==> src/rtl/bus_bridge_pkg.sv <==
// rtl/bus_bridge_pkg.sv - FSM state codes, TX frame field offsets and frame packing helper
package bus_bridge_pkg;

  localparam logic [2:0] ST_IDLE  = 3'd0;
  localparam logic [2:0] ST_WSEND = 3'd1;
  localparam logic [2:0] ST_WWAIT = 3'd2;
  localparam logic [2:0] ST_RSEND = 3'd3;
  localparam logic [2:0] ST_RWAIT = 3'd4;
  localparam logic [2:0] ST_RDONE = 3'd5;

  localparam int DEF_DATA_WIDTH = 8;
  localparam int DEF_ADDR_WIDTH = 12;
  localparam int MODE_BIT       = DEF_DATA_WIDTH + DEF_ADDR_WIDTH;
  localparam int WDATA_LSB      = DEF_ADDR_WIDTH;

  localparam logic MODE_WRITE = 1'b1;
  localparam logic MODE_READ  = 1'b0;

  // Callers pass zero-extended fields; the frame is LSB-aligned {mode, wdata, addr}.
  function automatic logic [63:0] pack_tx_frame(
    input logic        mode,
    input logic [31:0] wdata,
    input logic [31:0] addr,
    input int          dw = DEF_DATA_WIDTH,
    input int          aw = DEF_ADDR_WIDTH
  );
    logic [63:0] frame;
    frame = {63'd0, mode} << (dw + aw);
    frame = frame | ({32'd0, wdata} << aw);
    frame = frame | {32'd0, addr};
    return frame;
  endfunction

endpackage

==> src/rtl/bridge_wfifo.sv <==
// rtl/bridge_wfifo.sv - posted-write FIFO holding {addr, wdata}; full/empty come from the level counter
module bridge_wfifo #(
  parameter int DEPTH = 4,
  parameter int WIDTH = 20
) (
  input  logic                     clk,
  input  logic                     rst,
  input  logic                     push,
  input  logic                     pop,
  input  logic [WIDTH-1:0]         wr_payload,
  output logic [WIDTH-1:0]         rd_payload,
  output logic                     full,
  output logic                     empty,
  output logic [$clog2(DEPTH):0]   level
);

  localparam int PW = $clog2(DEPTH);
  localparam logic [PW:0] FULL_LEVEL = DEPTH[PW:0];

  logic [WIDTH-1:0] mem [DEPTH];
  logic [PW-1:0]    wr_ptr;
  logic [PW-1:0]    rd_ptr;
  logic             do_push;
  logic             do_pop;

  assign full       = (level == FULL_LEVEL);
  assign empty      = (level == '0);
  assign do_push    = push && !full;
  assign do_pop     = pop && !empty;
  assign rd_payload = mem[rd_ptr];

  always_ff @(posedge clk) begin
    if (rst) begin
      wr_ptr <= '0;
      rd_ptr <= '0;
      level  <= '0;
    end else begin
      if (do_push) begin
        mem[wr_ptr] <= wr_payload;
        wr_ptr      <= wr_ptr + 1'b1;
      end
      if (do_pop) rd_ptr <= rd_ptr + 1'b1;
      if (do_push && !do_pop) level <= level + 1'b1;
      else if (do_pop && !do_push) level <= level - 1'b1;
    end
  end

endmodule

==> src/rtl/bus_bridge_uart_engine.sv <==
// rtl/bus_bridge_uart_engine.sv - slave-port to UART framer engine with posted writes and read retry
// Optional RX address echo check: BUS_BRIDGE_RD_ECHO_EN
module bus_bridge_uart_engine
  import bus_bridge_pkg::*;
#(
  parameter int DATA_WIDTH     = 8,
  parameter int ADDR_WIDTH     = 12,
  parameter int TX_FRAME_WIDTH = 32,
  parameter int RX_FRAME_WIDTH = 16,
  parameter int WFIFO_DEPTH    = 4,
  parameter int TIMEOUT_CYCLES = 65535,
  parameter int MAX_RETRY      = 2
) (
  input  logic                           clk,
  input  logic                           rst,
  input  logic                           smemwen,
  input  logic                           smemren,
  input  logic [ADDR_WIDTH-1:0]          smemaddr,
  input  logic [DATA_WIDTH-1:0]          smemwdata,
  output logic [DATA_WIDTH-1:0]          smemrdata,
  output logic                           rvalid,
  output logic                           rerr,
  output logic                           sready,
  output logic [$clog2(WFIFO_DEPTH):0]   wfifo_level,
  output logic [TX_FRAME_WIDTH-1:0]      u_din,
  output logic                           u_en,
  input  logic                           u_tx_busy,
  input  logic                           u_rx_ready,
  input  logic [RX_FRAME_WIDTH-1:0]      u_dout
);

  localparam int TW = $clog2(TIMEOUT_CYCLES + 1);
  localparam int RW = $clog2(MAX_RETRY + 1) + 1;
  localparam logic [TW-1:0] TIMEOUT_LAST = TW'(TIMEOUT_CYCLES);
  localparam logic [RW-1:0] RETRY_LIMIT  = RW'(MAX_RETRY);

  logic [2:0]                       state;
  logic                             rd_pending;
  logic [ADDR_WIDTH-1:0]            rd_addr;
  logic [RW-1:0]                    retry;
  logic [TW-1:0]                    timer;
  logic                             seen_busy;
  logic                             tx_done;
  logic [DATA_WIDTH-1:0]            rd_data_q;
  logic                             rd_err_q;
  logic                             fifo_full;
  logic                             fifo_empty;
  logic                             fifo_pop;
  logic [ADDR_WIDTH+DATA_WIDTH-1:0] fifo_head;
  logic                             rd_accept;
  logic                             rx_match;

  assign sready    = !rst && !fifo_full && !rd_pending;
  assign rd_accept = smemren && !rd_pending && !smemwen;
  assign fifo_pop  = (state == ST_WWAIT) && seen_busy && !u_tx_busy;
  assign rvalid    = (state == ST_RDONE);
  assign rerr      = rvalid && rd_err_q;
  assign smemrdata = rvalid ? rd_data_q : '0;

`ifdef BUS_BRIDGE_RD_ECHO_EN
  localparam int EW = RX_FRAME_WIDTH - DATA_WIDTH;
  assign rx_match = (u_dout[RX_FRAME_WIDTH-1:DATA_WIDTH] == EW'(rd_addr));
`else
  logic unused_rx_hi;
  assign unused_rx_hi = ^u_dout[RX_FRAME_WIDTH-1:DATA_WIDTH];
  assign rx_match     = 1'b1;
`endif

  // A pending read blocks new writes so nothing can slip in behind it.
  bridge_wfifo #(
    .DEPTH (WFIFO_DEPTH),
    .WIDTH (ADDR_WIDTH + DATA_WIDTH)
  ) u_wfifo (
    .clk        (clk),
    .rst        (rst),
    .push       (smemwen && !rd_pending),
    .pop        (fifo_pop),
    .wr_payload ({smemaddr, smemwdata}),
    .rd_payload (fifo_head),
    .full       (fifo_full),
    .empty      (fifo_empty),
    .level      (wfifo_level)
  );

  always_ff @(posedge clk) begin
    if (rst) begin
      state      <= ST_IDLE;
      rd_pending <= 1'b0;
      rd_addr    <= '0;
      retry      <= '0;
      timer      <= '0;
      seen_busy  <= 1'b0;
      tx_done    <= 1'b0;
      rd_data_q  <= '0;
      rd_err_q   <= 1'b0;
      u_din      <= '0;
      u_en       <= 1'b0;
    end else begin
      u_en <= 1'b0;
      if (rd_accept) begin
        rd_pending <= 1'b1;
        rd_addr    <= smemaddr;
      end
      case (state)
        ST_IDLE: begin
          if (!fifo_empty) state <= ST_WSEND;
          else if (rd_pending) state <= ST_RSEND;
        end
        ST_WSEND: begin
          if (!u_tx_busy) begin
            u_din     <= TX_FRAME_WIDTH'(pack_tx_frame(MODE_WRITE,
                           32'(fifo_head[DATA_WIDTH-1:0]),
                           32'(fifo_head[ADDR_WIDTH+DATA_WIDTH-1:DATA_WIDTH]),
                           DATA_WIDTH, ADDR_WIDTH));
            u_en      <= 1'b1;
            seen_busy <= 1'b0;
            state     <= ST_WWAIT;
          end
        end
        ST_WWAIT: begin
          if (u_tx_busy) seen_busy <= 1'b1;
          else if (seen_busy) state <= ST_IDLE;
        end
        ST_RSEND: begin
          if (!u_tx_busy) begin
            u_din     <= TX_FRAME_WIDTH'(pack_tx_frame(MODE_READ, 32'd0, 32'(rd_addr),
                           DATA_WIDTH, ADDR_WIDTH));
            u_en      <= 1'b1;
            seen_busy <= 1'b0;
            tx_done   <= 1'b0;
            timer     <= '0;
            state     <= ST_RWAIT;
          end
        end
        ST_RWAIT: begin
          if (u_tx_busy) seen_busy <= 1'b1;
          else if (seen_busy) tx_done <= 1'b1;
          if (u_rx_ready && rx_match) begin
            rd_data_q <= u_dout[DATA_WIDTH-1:0];
            rd_err_q  <= 1'b0;
            state     <= ST_RDONE;
          end else if (tx_done) begin
            if (timer == TIMEOUT_LAST) begin
              if (retry < RETRY_LIMIT) begin
                retry <= retry + 1'b1;
                state <= ST_RSEND;
              end else begin
                rd_data_q <= '1;
                rd_err_q  <= 1'b1;
                state     <= ST_RDONE;
              end
            end else begin
              timer <= timer + 1'b1;
            end
          end
        end
        ST_RDONE: begin
          rd_pending <= 1'b0;
          retry      <= '0;
          state      <= ST_IDLE;
        end
        default: state <= ST_IDLE;
      endcase
    end
  end

endmodule

==> config.mk <==
export PLATFORM = sky130hd
export DESIGN_NAME = bus_bridge_uart_engine
export DESIGN_NICKNAME = d
export VERILOG_FILES = /design/src/rtl/bus_bridge_pkg.sv /design/src/rtl/bridge_wfifo.sv /design/src/rtl/bus_bridge_uart_engine.sv
export SDC_FILE = /design/constraint.sdc
export NUM_CORES = 1
export LEC_CHECK = 0
export BUFFER_PORTS_ARGS = -buffer_cell sky130_fd_sc_hd__buf_2
export CORE_ASPECT_RATIO = 0.6
export CORE_MARGIN = 10
export CORE_UTILIZATION = 60
export DETAILED_ROUTE_END_ITERATION = 8
export PLACE_DENSITY = 0.83
export SYNTH_ARGS = -nofsm -noshare
export SYNTH_HDL_FRONTEND = slang
export SYNTH_SLANG_ARGS = --single-unit
==> constraint.sdc <==
create_clock -name clk -period 5.8 [get_ports clk]
set_clock_uncertainty 0.1 [all_clocks]
set_input_delay 0.29 -clock clk [delete_from_list [all_inputs] [get_ports clk]]
set_output_delay 0.29 -clock clk [all_outputs]
set_load 0.01 [all_outputs]
==> results of run 1 <==
==> routing by layer <==
layer	wire (um)	global-route usage	up-vias
li1	-	-	2126
met5	13	0	-
met1	6110	0.247	2280
met4	335	0.0911	2
met2	7310	0.313	251
met3	1530	0.0649	37
==> worst max-delay path, stage by stage (launching register included) <==
cell	delay [ps]
dfxtp_1	440
nor2_1	300
or4b_2	690
ha_1	270
inv_1	80
fa_1	170
xor2_1	80
or3_1	320
a21oi_1	150
==> placed cells by master (no fill, tap or decap), drive strengths merged, types with 8 or more instances in the layout <==
cell type    count
o21ai           23
conb            11
nand2           23
and3            20
mux4            20
inv             25
a22oi            8
nand4            8
nor3            25
nor2            78
a21oi           52
dlygate4sd3      9
dfxtp           77
buf             74
edfxtp          80
clkbuf          18
==> path summary, 6_finish.rpt <==
kind                   endpoint        start  slack [ps]
max            u_wfifo.level[2]     state[2]        3120
min          u_wfifo.mem[3][11]  smemaddr[3]           6
max reg2reg    u_wfifo.level[2]     state[2]        3120
min reg2reg            u_din[8]     u_din[8]         350
==> registers in the layout, indices dropped and copies added (netlist names), 2 cells and up, named ones only <==
register / flops
timer: 16
state: 3
u_din: 21
u_wfifo.level: 3
u_wfifo.wr_ptr: 2
retry: 3
rd_addr: 12
u_wfifo.rd_ptr: 2
rd_data_q: 8
u_wfifo.mem: 80
==> stage by stage <==
step	cells	utilization	total power, W	worst slack (ps)	area (sq um)
floorplan	559	-	0.00152	3400	6480
global placement	731	0.649	0.00160	3280	6830
detailed placement	731	0.649	0.00162	3170	6830
CTS	772	0.719	0.00284	3130	7570
global route	772	0.719	0.00293	2990	7570
finish	772	0.719	0.00284	3120	7570
==> kinds of logic (layout without fill, tap and decap cells) <==
group / Yosys count / in the layout / share of synthesized area
XOR/XNOR: 11 / 11 / 0.0150
buffers and inverters: 62 / 136 / 0.0443
adder cells (fa/ha/maj): 8 / 8 / 0.0167
AND/OR/NAND/NOR: 186 / 186 / 0.145
multiplexers: 24 / 24 / 0.0764
AO/OA/AOI/OAI: 100 / 100 / 0.0894
flip-flops: 157 / 157 / 0.612
other: 1 / 11 / 0.000582
==> power by group through the flow <==
stage          Sequential (W)  Combinational (W)  Clock, W
2_1_floorplan         0.00129           0.000233         0
3_3_place_gp          0.00129           0.000308         0
3_5_place_dp          0.00130           0.000323         0
4_1_cts               0.00128           0.000337   0.00123
5_1_grt               0.00128           0.000376   0.00127
6_report              0.00128           0.000340   0.00122
==> repair_timing <==
| action | in CTS | in global routing |
|---|---|---|
| buffers inserted | 0 | 0 |
| hold endpoints to repair | 36 | 0 |
| hold buffers | 9 | 0 |
| setup endpoints to repair | 0 | 0 |
==> cell type report <==
type,count,share of cell area
sequential,157,0.521
multi-input combinational,340,0.298
timing repair buffer,83,0.0625
clock buffer,18,0.0567
clock inverter,14,0.0283
tap,139,0.0230
inverter,21,0.0104
==> synthesized netlist by cell type (5+ instances only) <==
master,number,share of area
nor2_1,78,0.045
and4_1,5,0.0068
nand2_1,22,0.013
xnor2_1,7,0.0095
a21oi_1,52,0.040
nor3_1,24,0.019
nand4_1,8,0.0078
a22oi_1,8,0.0093
ha_1,7,0.014
o21ai_0,23,0.018
and3_1,20,0.019
dfxtp_1,77,0.24
inv_1,21,0.012
clkbuf_1,22,0.013
edfxtp_1,80,0.37
mux4_2,20,0.070
nand3_1,6,0.0047
buf_4,11,0.013
==> results.md, run 1 <==
* Minimum clock period at 2680 ps
* Netlist cell types at 55
* Post-DP HPWL at 9490 um
* Setup TNS Final at 0 ps
* Max IR drop VDD at 279 uV
* Initial antenna violation count at 2
* Num Clock Sinks at 157
* Number of synthesized flops with an enable pin at 80
* Share of cells above drive strength 1 at 0.212
* Standard-cell rows at 29
* CTS buffer count at 17
* Final ANT Viol Nets at 0
* Post-synthesis area per instance at 11.7 sq um
* Width of the chip at 154 um
* Arrival time of the worst setup path at 2920 ps
* Mapped cell area at 6440 sq um
* Residual DRC at 0
* Number of diodes at 0
* Core ar. at 10500 sq um
* Via/cell ratio at 6.08
* Comb pwr share at 0.120
* Initial Util at 0.612
* Max_cap viols at 0
* FILL cells at 703
* WL/cell at 19.8 um
* Die Y at 100 um
* H-tree levels at 4
* Hold slack at 6.09 ps
* CTS root buffer: clkbuf_16
* Final WL at 15300 um
* Via count at 4696
* Commonest register cell after synthesis: edfxtp_1
* First-pass GRT wire length at 24500 um
* Async SR Flop Fraction at 0
* Fmax at 374 MHz
* Vias in the first global route at 4771
* Area of the multi-input gates at 2250 sq um
* #FFs+latches synth at 157
* Power density cells at 375 nW/um^2
* Latest clock arrival within the worst-skew pair at 420 ps
* Tightest Pin Transition at 1140 ps
* YS warnings at 0
* Crit Path Max Fanout at 13
* Sequential Power Share at 0.451
* Switching portion of total power at 0.253
* Period utilisation layout at 0.462
* Final Hold Viols at 0
* I/O pins at 89
* Die ar. at 15400 sq um
* Final Max Tran Viols at 0
* Register area at 3940 sq um
* Total GRT Usage at 0.199
* # setup viols final at 0
* Critical Path Sink Type: flip-flop
* Net Sw Power at 0.000717 W
* DR pass1 iterations at 5
* Clock Power Share at 0.429
* Hold Path Stages at 1
* Iter 0 DRT Violations at 539
* LEAKAGE at 2.85 nW
* Clk slew on worst S/H paths at 60 ps
* Port bufs at 69
* Int Power at 0.00212 W
* RSZ-0062 raised after global routing: no
* Mapped Cells at 549
* Max_slew headroom at 0.242
* CP required at 6050 ps
* Area grow syn2layout at 17.5%
* WS Path Type: reg2reg
* Worst Reg-to-Reg Cells at 8
* Deepest clock path buffer count at 2
* CTS tree: yes
* Seq/Total Area, Yosys at 0.612
* Worst hold path type: in2reg
* Post-cts resize count at 0
* Remaining global-route overflow at 0
* Outcome: finished clean
* Type of origin of the critical path: flip-flop
* Largest net degree at the start of global routing at 68
* Global placer's final weighted congestion at 0.888
* Final nets at 670
No activity file was read; power rests on OpenSTA's default activity.
==> run 2, diff against run 1 <==
- ABC_AREA: unset -> 1
- CORE_UTILIZATION: 60 -> 57
- PLACE_DENSITY: 0.83 -> 0.79
- clock period: 5.8 -> 2.5 ns (I/O delays scaled with it)
==> run 2 against run 1 <==
  * Via count rose by 11%
  * Count of clock-buffer cells in the layout fell by 1
  * Flip-flop and latch count did not move
  * Sequential share of layout area fell by 3.1 points
  * Worst hold slack improved by 56 ps
  * Largest cell class unchanged
==> results.md, run 2 <==
* Remaining global-route overflow at 0
* Max reg flops at 80
* Most common cell in the netlist: nand2_1
* Final WL at 15800 um
* Worst hold path type: in2reg
* Die ar. at 16600 sq um
* Final Hold Viols at 0
* Die Y at 104 um
* Width of the chip at 160 um
* Arrival time of the worst setup path at 2470 ps
* Setup TNS Final at 0 ps
* Final Max Tran Viols at 0
* Metal3 WL at 1170 um
* #FFs+latches synth at 157
* Fmax at 442 MHz
* WL/cell at 16.2 um
* DR pass1 iterations at 5
* Max_slew headroom at 0.547
* Via/cell ratio at 5.36
* Commonest register cell after synthesis: edfxtp_1
* Max IR drop VDD at 676 uV
* Minimum clock period at 2260 ps
* Top sig layer: met4
* Deepest clock path buffer count at 2
* CTS buffer count at 17
* Largest regs: u_wfifo.mem: 80 flops, u_din: 21 flops, timer: 16 flops
* Post-synthesis area per instance at 9.55 sq um
* Initial antenna violation count at 0
* YS warnings at 0
* LEAKAGE at 3.06 nW
* Most frequent cells in the layout: 105 x nand2_1, 80 x edfxtp_1, 78 x nor2_1
* Met1 WL at 6890 um
* # setup viols final at 0
* WS Path Type: reg2reg
* Standard-cell rows at 30
* Fin util at 0.708
* First-pass GRT wire length at 25300 um
* Iter 0 DRT Violations at 544
* Hold slack at 61.8 ps
* Biggest register: u_wfifo.mem
* CTS tree: yes
* Metal2 WL at 7550 um
* I/O pins at 89
* Outcome: finished clean
* Initial Util at 0.587
* Mapped Cells at 699
* Tightest Pin Transition at 677 ps
* Seq/Total Area, Yosys at 0.591
* Total GRT Usage at 0.186
* Number of synthesized flops with an enable pin at 80
* Number of diodes at 0
* Largest net degree at the start of global routing at 41
* Mapped cell area at 6680 sq um
* Netlist cell types at 44
* Final ANT Viol Nets at 0
* Async SR Flop Fraction at 0
* CTS root buffer: clkbuf_16
* Latest clock arrival within the worst-skew pair at 420 ps
* Share of Yosys cell area claimed by the top area cell type at 0.360
* Crit Path Max Fanout at 4
* Post-synth top area cell: edfxtp_1
* Critical Path Sink Type: flip-flop
* Power density cells at 776 nW/um^2
* Type of origin of the critical path: flip-flop
* Post-DP HPWL at 9990 um
* Area grow syn2layout at 20.5%
* Max_cap viols at 0
* H-tree levels at 4
* Final nets at 854
* Core ar. at 11400 sq um
* Residual DRC at 0
* Global placer's final weighted congestion at 0.939
* Clk slew on worst S/H paths at 60 ps
* Share of cells above drive strength 1 at 0.185
* Period utilisation layout at 0.905
* Commonest non-fill, non-tap cell in the layout: nand2_1
* Setup repair bufs after CTS at 0
* Top cell types by occurrence after synthesis: 105 x nand2_1, 82 x nor2_1, 80 x edfxtp_1, 77 x dfxtp_1, 66 x a21oi_1
* Num Clock Sinks at 157
* RSZ-0062 raised after global routing: no
* Vias in the first global route at 5052
* CP required at 2700 ps
* Port bufs at 69
* Via count at 5235
* Synth area leaders: edfxtp_1 36%, dfxtp_1 23%, nand2_1 5.9%
[run 2: changes by cell type after synthesis, moves of 11 or more]
| cell | change |
|---|---|
| inv_1 | +44 |
| nand2_1 | +83 |
| a21oi_1 | +14 |
| nor3_1 | -18 |
| mux4_2 | -20 |
| nand3_1 | +12 |
| and3_1 | -20 |
| o22ai_1 | +11 |
| o21ai_0 | +39 |
[run 2: cell type report]
class,instances,area [sq um]
flip-flops and latches,157,3940
fillers,802,3330
multi-input cells,439,2290
repair buffers,116,778
clock buffers,17,425
inverters,73,274
well taps,160,200
clock inverters,15,140
[run 2: kinds of logic after synthesis]
kind of cell	after synthesis	share of synthesized area
AND/OR/NAND/NOR	232	0.148
AO/OA/AOI/OAI	169	0.143
flip-flops	157	0.591
buffers and inverters	113	0.0748
multiplexers	12	0.0180
adder cells (fa/ha/maj)	8	0.0161
XOR/XNOR	7	0.00918
other	1	0.000562
[run 2: path summary, 6_finish.rpt]
kind | start | endpoint | slack (ps) | cells after the start
min | u_rx_ready | rd_err_q | 60 | 4
max | state[1] | u_wfifo.level[1] | 240 | 8
min reg2reg | rd_data_q[2] | rd_data_q[2] | 360 | 2
max reg2reg | state[1] | u_wfifo.level[1] | 240 | 8
[run 2: stage by stage]
| step | power (W) | std cells | setup WS, ps | instance area, sq um |
|---|---|---|---|---|
| after floorplan | 0.00353 | 709 | 185 | 6710 |
| after CTS | 0.00625 | 977 | 240 | 8040 |
| final | 0.00624 | 977 | 236 | 8050 |
| after global placement | 0.00374 | 913 | 345 | 7160 |
| after global routing | 0.00648 | 977 | 101 | 8050 |
| after detailed placement | 0.00379 | 913 | 277 | 7160 |
[run 2: what timing repair did]
action / CTS / global route
resized for setup: 0 / 1
setup endpoints to repair: 0 / 1
endpoints found under the hold margin: 110 / 0
hold buffers: 32 / 0
[run 2: report_power, final]
part	internal (W)	switching (W)
Clock	0.00138	0.00106
Sequential	0.00285	0.0000900
Combinational	0.000295	0.000568
Total	0.00452	0.00172
[run 2: per-layer routing]
layer	vias to the layer above	global-route usage
li1	2549	-
met2	214	0.296
met3	23	0.0458
met5	-	0
met4	0	0.0764
met1	2449	0.236
[run 2: worst max-delay path: stages, from the launching register on]
cell     delay (ps)
dfxtp_1         440
inv_2           100
nor3_2          220
nand4_1         240
ha_1            280
inv_1           100
fa_1            420
o21ai_0         180
a21oi_1          60
